==> src/rtl/mem_arbiter.sv <==
// ============================================================================
// Module   : mem_arbiter
// Purpose  : Shares one variable-latency memory bus between the fetch (I) and
//            data (D) ports, with bounded D-over-I starvation and timeouts.
// Revision : 1.0 - initial release
// ============================================================================
`default_nettype none

module mem_arbiter #(
  parameter int AW          = 32,
  parameter int DW          = 32,
  parameter int MAX_DSTREAK = 4,
  parameter int TIMEOUT     = 255
) (
  input  logic          clk,
  input  logic          rst,
  input  logic          i_req,
  input  logic [AW-1:0] i_addr,
  output logic [DW-1:0] i_rdata,
  output logic          i_ready,
  input  logic          d_req,
  input  logic          d_we,
  input  logic [AW-1:0] d_addr,
  input  logic [DW-1:0] d_wdata,
  output logic [DW-1:0] d_rdata,
  output logic          d_ready,
  output logic          mem_req,
  output logic          mem_we,
  output logic [AW-1:0] mem_addr,
  output logic [DW-1:0] mem_wdata,
  input  logic          mem_ack,
  input  logic [DW-1:0] mem_rdata,
  output logic          stall,
  output logic          bus_err
);

  localparam int            c_SW       = $clog2(MAX_DSTREAK + 1);
  localparam logic [c_SW-1:0] c_MAX    = c_SW'(MAX_DSTREAK);
  localparam logic [7:0]    c_TIMEOUT  = 8'(TIMEOUT);
  localparam logic [DW-1:0] c_ERR_DATA = DW'(32'hDEADBEEF);

  typedef enum logic [1:0] {
    IDLE  = 2'd0,
    IBUSY = 2'd1,
    DBUSY = 2'd2,
    RESP  = 2'd3
  } state_t;

  state_t          r_state;
  state_t          w_nextState;
  logic [c_SW-1:0] r_dStreak;
  logic [7:0]      r_tcnt;
  logic [7:0]      w_tcntInc;
  logic            r_grantIsD;
  logic            w_grantD;
  logic            w_grantI;
  logic            w_done;
  logic            w_timeout;
  logic [DW-1:0]   w_loadData;

  always_ff @(posedge clk or negedge rst) begin
    if (!rst) r_state <= IDLE;
    else      r_state <= w_nextState;
  end

  always_comb begin
    w_nextState = r_state;
    w_grantD    = 1'b0;
    w_grantI    = 1'b0;
    w_done      = 1'b0;
    w_timeout   = 1'b0;
    w_tcntInc   = r_tcnt + 8'd1;
    case (r_state)
      IDLE: begin
        // D normally wins; I is forced through once the D streak saturates
        if (d_req && (!i_req || r_dStreak != c_MAX)) begin
          w_grantD    = 1'b1;
          w_nextState = DBUSY;
        end else if (i_req) begin
          w_grantI    = 1'b1;
          w_nextState = IBUSY;
        end
      end
      IBUSY, DBUSY: begin
        if (mem_ack) begin
          w_done      = 1'b1;
          w_nextState = RESP;
        end else if (w_tcntInc == c_TIMEOUT) begin
          w_timeout   = 1'b1;
          w_nextState = RESP;
        end
      end
      default: w_nextState = IDLE;
    endcase
  end

  assign w_loadData = w_done ? mem_rdata : c_ERR_DATA;

  always_ff @(posedge clk or negedge rst) begin
    if (!rst) begin
      mem_req    <= 1'b0;
      mem_we     <= 1'b0;
      mem_addr   <= '0;
      mem_wdata  <= '0;
      i_rdata    <= '0;
      d_rdata    <= '0;
      bus_err    <= 1'b0;
      r_dStreak  <= '0;
      r_tcnt     <= '0;
      r_grantIsD <= 1'b0;
    end else begin
      if (w_grantD) begin
        mem_req    <= 1'b1;
        mem_we     <= d_we;
        mem_addr   <= d_addr;
        mem_wdata  <= d_wdata;
        r_grantIsD <= 1'b1;
        if (!i_req)
          r_dStreak <= '0;
        else if (r_dStreak != c_MAX)
          r_dStreak <= r_dStreak + c_SW'(1);
      end
      if (w_grantI) begin
        mem_req    <= 1'b1;
        mem_we     <= 1'b0;
        mem_addr   <= i_addr;
        r_grantIsD <= 1'b0;
        r_dStreak  <= '0;
      end
      if (w_done || w_timeout) begin
        mem_req <= 1'b0;
        r_tcnt  <= '0;
        // Stores leave the read-data registers untouched
        if (!mem_we) begin
          if (r_state == DBUSY) d_rdata <= w_loadData;
          else                  i_rdata <= w_loadData;
        end
      end else if (r_state == IBUSY || r_state == DBUSY) begin
        r_tcnt <= w_tcntInc;
      end
      if (w_timeout) bus_err <= 1'b1;
    end
  end

  assign i_ready = (r_state == RESP) && !r_grantIsD;
  assign d_ready = (r_state == RESP) &&  r_grantIsD;
  assign stall   = (i_req & ~i_ready) | (d_req & ~d_ready);

endmodule

`default_nettype wire
==> config.mk <==
export PLATFORM = sky130hd
export DESIGN_NAME = mem_arbiter
export DESIGN_NICKNAME = d
export VERILOG_FILES = /design/src/rtl/mem_arbiter.sv
export SDC_FILE = /design/constraint.sdc
export NUM_CORES = 1
export LEC_CHECK = 0
export CORE_ASPECT_RATIO = 1.1
export CORE_MARGIN = 1
export CORE_UTILIZATION = 38
export CTS_CLUSTER_SIZE = 16
export DETAILED_ROUTE_END_ITERATION = 10
export PLACE_DENSITY = 0.77
export SLEW_MARGIN = 20
export SYNTH_ARGS = -nofsm -noshare
export SYNTH_HDL_FRONTEND = slang
export SYNTH_SLANG_ARGS = --single-unit
==> constraint.sdc <==
create_clock -name clk -period 2.12 [get_ports clk]
set_clock_uncertainty 0.05 [all_clocks]
set_input_delay 0.212 -clock clk [delete_from_list [all_inputs] [get_ports clk]]
set_output_delay 0.212 -clock clk [all_outputs]
set_load 0.01 [all_outputs]
==> impl_results.md <==
- Longest Clk Path Bufs: 2
- Simple-gate portion of the synthesized area: 4.19%
- Routed len/inst: 19.1 µm
- Commonest non-fill, non-tap cell in the layout: clkdlybuf4s50_1
- P&R area growth vs syn: 67.5%
- CTS clk-pin slew, worst paths: 0.06 ns
- Main synth FF type: dfrtp_1
- Switching pwr: 4.98 mW
- Total wire length: 18,300 µm
- Pin count of the biggest net entering global routing: 52
- Final antenna-violating net count: 0
- WS Path Type: reg2reg
- N_diodes: 0
- Post-Synth Adder-Cell Area: 1.70%
- Tot Pwr: 14.9 mW
- Num ports: 268
- Worst-path fanout max: 6
- Initial Utilization: 39.0%
- Relative slew margins: 67.1%
- Clock power share: 18.4%
- DP Area: 9040 µm²
- Die Width: 121 µm
- Fraction of layout cells with a size suffix above 1: 17.7%
- EDFF count, synth: 0
- Starting DRT DRC Count: 424
- Data arrival, critical path: 2.47 ns
- H-tree depth: 4
- Number of setup violations in the final report: 43
- Total of fill cells in the finished design: 1,105
- Comb power frac: 48.5%
- # DRC: 0
- Met1 GRT Util: 25.8%
- Tcrit/Tclk final: 102%
- RR Startpoint: r_tcnt[1]
- Layout Nets: 890
- Initial antenna violation count: 0
- Final worst slack: -0.0470 ns
- Worst hold slack: 0.264 ns
- Worst Max-Slew Pin Slew: 0.493 ns
- #FFs+latches synth: 145
- GR peak layer: met2
- Mapped cell area: 5890 µm²
- Worst-Skew Late Latency: 0.41 ns
- Power share of the sequential group: 33.1%
- Final Hold Fails: 0
- RSZ-0062 raised after global routing: true
- Post-synthesis mux area share: 6.87%
- Reg-to-reg setup timing slack: -0.05 ns
- Die Footprint: 16,000 µm²
- Max Fclk: 0.461 GHz
- Worst min path class: in2async
- Clk sinks: 145
- Slowest CP cell: dfrtp_2
- Core area: 15,100 µm²
- Vias: 5,148
- Num CTS Buffers: 17
- Syn Inst Count: 448
- Synth Area per Inst: 13.1 µm²
- Number of global-route vias before repair: 5,444
- Xor/xnor share of the synthesized area: 0%
- Leak Pwr: 4.26 nW
- Port buffer count: 267
- HPWL after detailed placement: 12,700 µm
- Combinational family with the most area after synthesis: compound AO/OA/AOI/OAI gates
- Reg2reg end: i_rdata[30]
- Async SR Flop Fraction: 100%
- Compound-cell area share of the yosys netlist: 20.4%
- Met2 usage: 39.4%
- Row Count: 47
- Root Driver: clkbuf_16
- CTS tree: yes
- Failing checks: negative setup slack
- Number of max-cap violations: 0
- Sequential fraction of the synthesis area: 61.6%
- Final instance area: 9860 µm²
- Area occupied by multi-input gates: 2050 µm²
- Count of cell types in the netlist: 49
- Status: finished, violations left
- CP Capture Type: flip-flop
- Vias per inst: 5.38
- Commonest cells after routing, fill and taps aside: clkdlybuf4s50_1 (265), dfrtp_1 (142), o22a_1 (48), inv_1 (42), mux2_2 (34)
- Gr usage total: 23.0%
- P per Cell Area: 1510 nW/µm²
- Die Ht: 133 µm
- Final Wtd Congestion: 0.787
- Slowest stage delay, CP: 0.45 ns
- Sw frac: 33.4%
- Peak VDD IR: 765 µV
- Pre-antenna DRT Iters: 7
- GR Overflow Total: 0
- Met3 Resource Use GR: 6.94%
- Post-layout util: 65.2%
- First-pass GRT wire length: 28,200 µm
- Register area: 3630 µm²
- Startpoint types: flip-flop
- Tmin final: 2.17 ns
- Critical Path RT: 2.42 ns
- Internal: 9.95 mW
- Cells on worst reg2reg path: 9
- Net Count, Synth: 590
- Final slew viol count: 0
- CP cell instances: ha_4, and3_4, mux2_4, a221oi_4, buf_6, o21a_4, buf_12, buf_16, o22a_1
- Yosys warnings: 0
==> power by group through the flow <==
stage / logic, mW / clock network [mW] / registers [mW]
floorplan: 2.43 / 0 / 5.41
global placement: 6.61 / 0 / 4.87
detailed placement: 6.80 / 0 / 4.94
CTS: 7.13 / 2.82 / 4.92
global route: 7.69 / 2.93 / 5.08
finish: 7.24 / 2.75 / 4.94
==> cell type report <==
type,count,area share (%)
Sequential cell,145,36.8
Multi-Input combinational cell,229,20.8
Clock inverter,13,1.13
Clock buffer,19,4.39
Tap cell,196,2.49
Inverter,43,1.64
Timing Repair Buffer,312,32.7
==> cell families (layout without fill, tap and decap cells) <==
kind of cell | count (synthesis) | in the layout
DFF | 145 | 145
AOI/OAI and AO/OA | 141 | 141
buffers and inverters | 74 | 387
and+or+nand+nor | 44 | 44
muxes | 36 | 36
adders and majority gates | 8 | 8
==> through the flow <==
stage	cells	setup TNS [ns]	worst slack [ns]
6_report	957	-0.897	-0.0470
5_1_grt	957	-3.91	-0.104
4_1_cts	952	-0.680	-0.0640
3_5_place_dp	909	-9.50	-0.193
3_3_place_gp	909	-2.93	-0.0783
2_1_floorplan	448	0	0.0134
==> cell usage after synthesis, types with 8 or more instances <==
| library cell | instances | area (µm²) |
|---|---|---|
| clkbuf_1 | 21 | 78.8 |
| inv_1 | 43 | 161 |
| a22o_1 | 18 | 158 |
| ha_1 | 8 | 100 |
| o22a_1 | 48 | 420 |
| nand2_1 | 13 | 48.8 |
| a222oi_1 | 32 | 320 |
| a21oi_1 | 10 | 50.1 |
| dfrtp_1 | 145 | 3630 |
| mux2_2 | 35 | 394 |
==> worst max-delay path: cells and delay by family (launching register included) <==
family	cells	cell delay [ns]
AO/OA/AOI/OAI	3	0.53
adder cells (fa/ha/maj)	1	0.18
flip-flops	1	0.45
buffers and inverters	3	0.41
multiplexers	1	0.31
AND/OR/NAND/NOR	1	0.17
==> sequential cells by signal, summed over array words and instances, names as in the netlist <==
register / cells
bus_err: 1
mem_wdata: 32
mem_req: 1
mem_addr: 32
d_rdata: 32
r_tcnt: 8
mem_we: 1
r_grantIsD: 1
r_state: 2
r_dStreak: 3
i_rdata: 32
==> per-layer routing <==
| metal | part of all wire (%) | vias up |
|---|---|---|
| met5 | 0 | - |
| met4 | 3.4 | 0 |
| met3 | 6.7 | 40 |
| met2 | 52 | 207 |
| met1 | 38 | 2604 |
| li1 | - | 2297 |
==> how the worst max path moves through the flow <==
stage / slack (ns) / startpoint / depth (start not counted) / end
floorplan: 0.01 / r_tcnt[1] / 7 / r_state[1]
global placement: -0.08 / r_tcnt[0] / 6 / r_tcnt[3]
detailed placement: -0.19 / r_tcnt[0] / 6 / i_rdata[4]
CTS: -0.06 / r_tcnt[0] / 9 / i_rdata[13]
global route: -0.10 / r_tcnt[1] / 6 / r_state[1]
finish: -0.05 / r_tcnt[1] / 9 / i_rdata[30]
==> what timing repair did <==
item                                   in CTS  in global routing
setup endpoints to repair                  69                 69
gates cloned                                2                  2
gates resized for setup                    15                  7
hold buffers                                1                  0
pin swaps                                  36                 16
endpoints found under the hold margin      48                  0
buffers inserted                            8                  3
No activity file was read; power rests on OpenSTA's default activity.
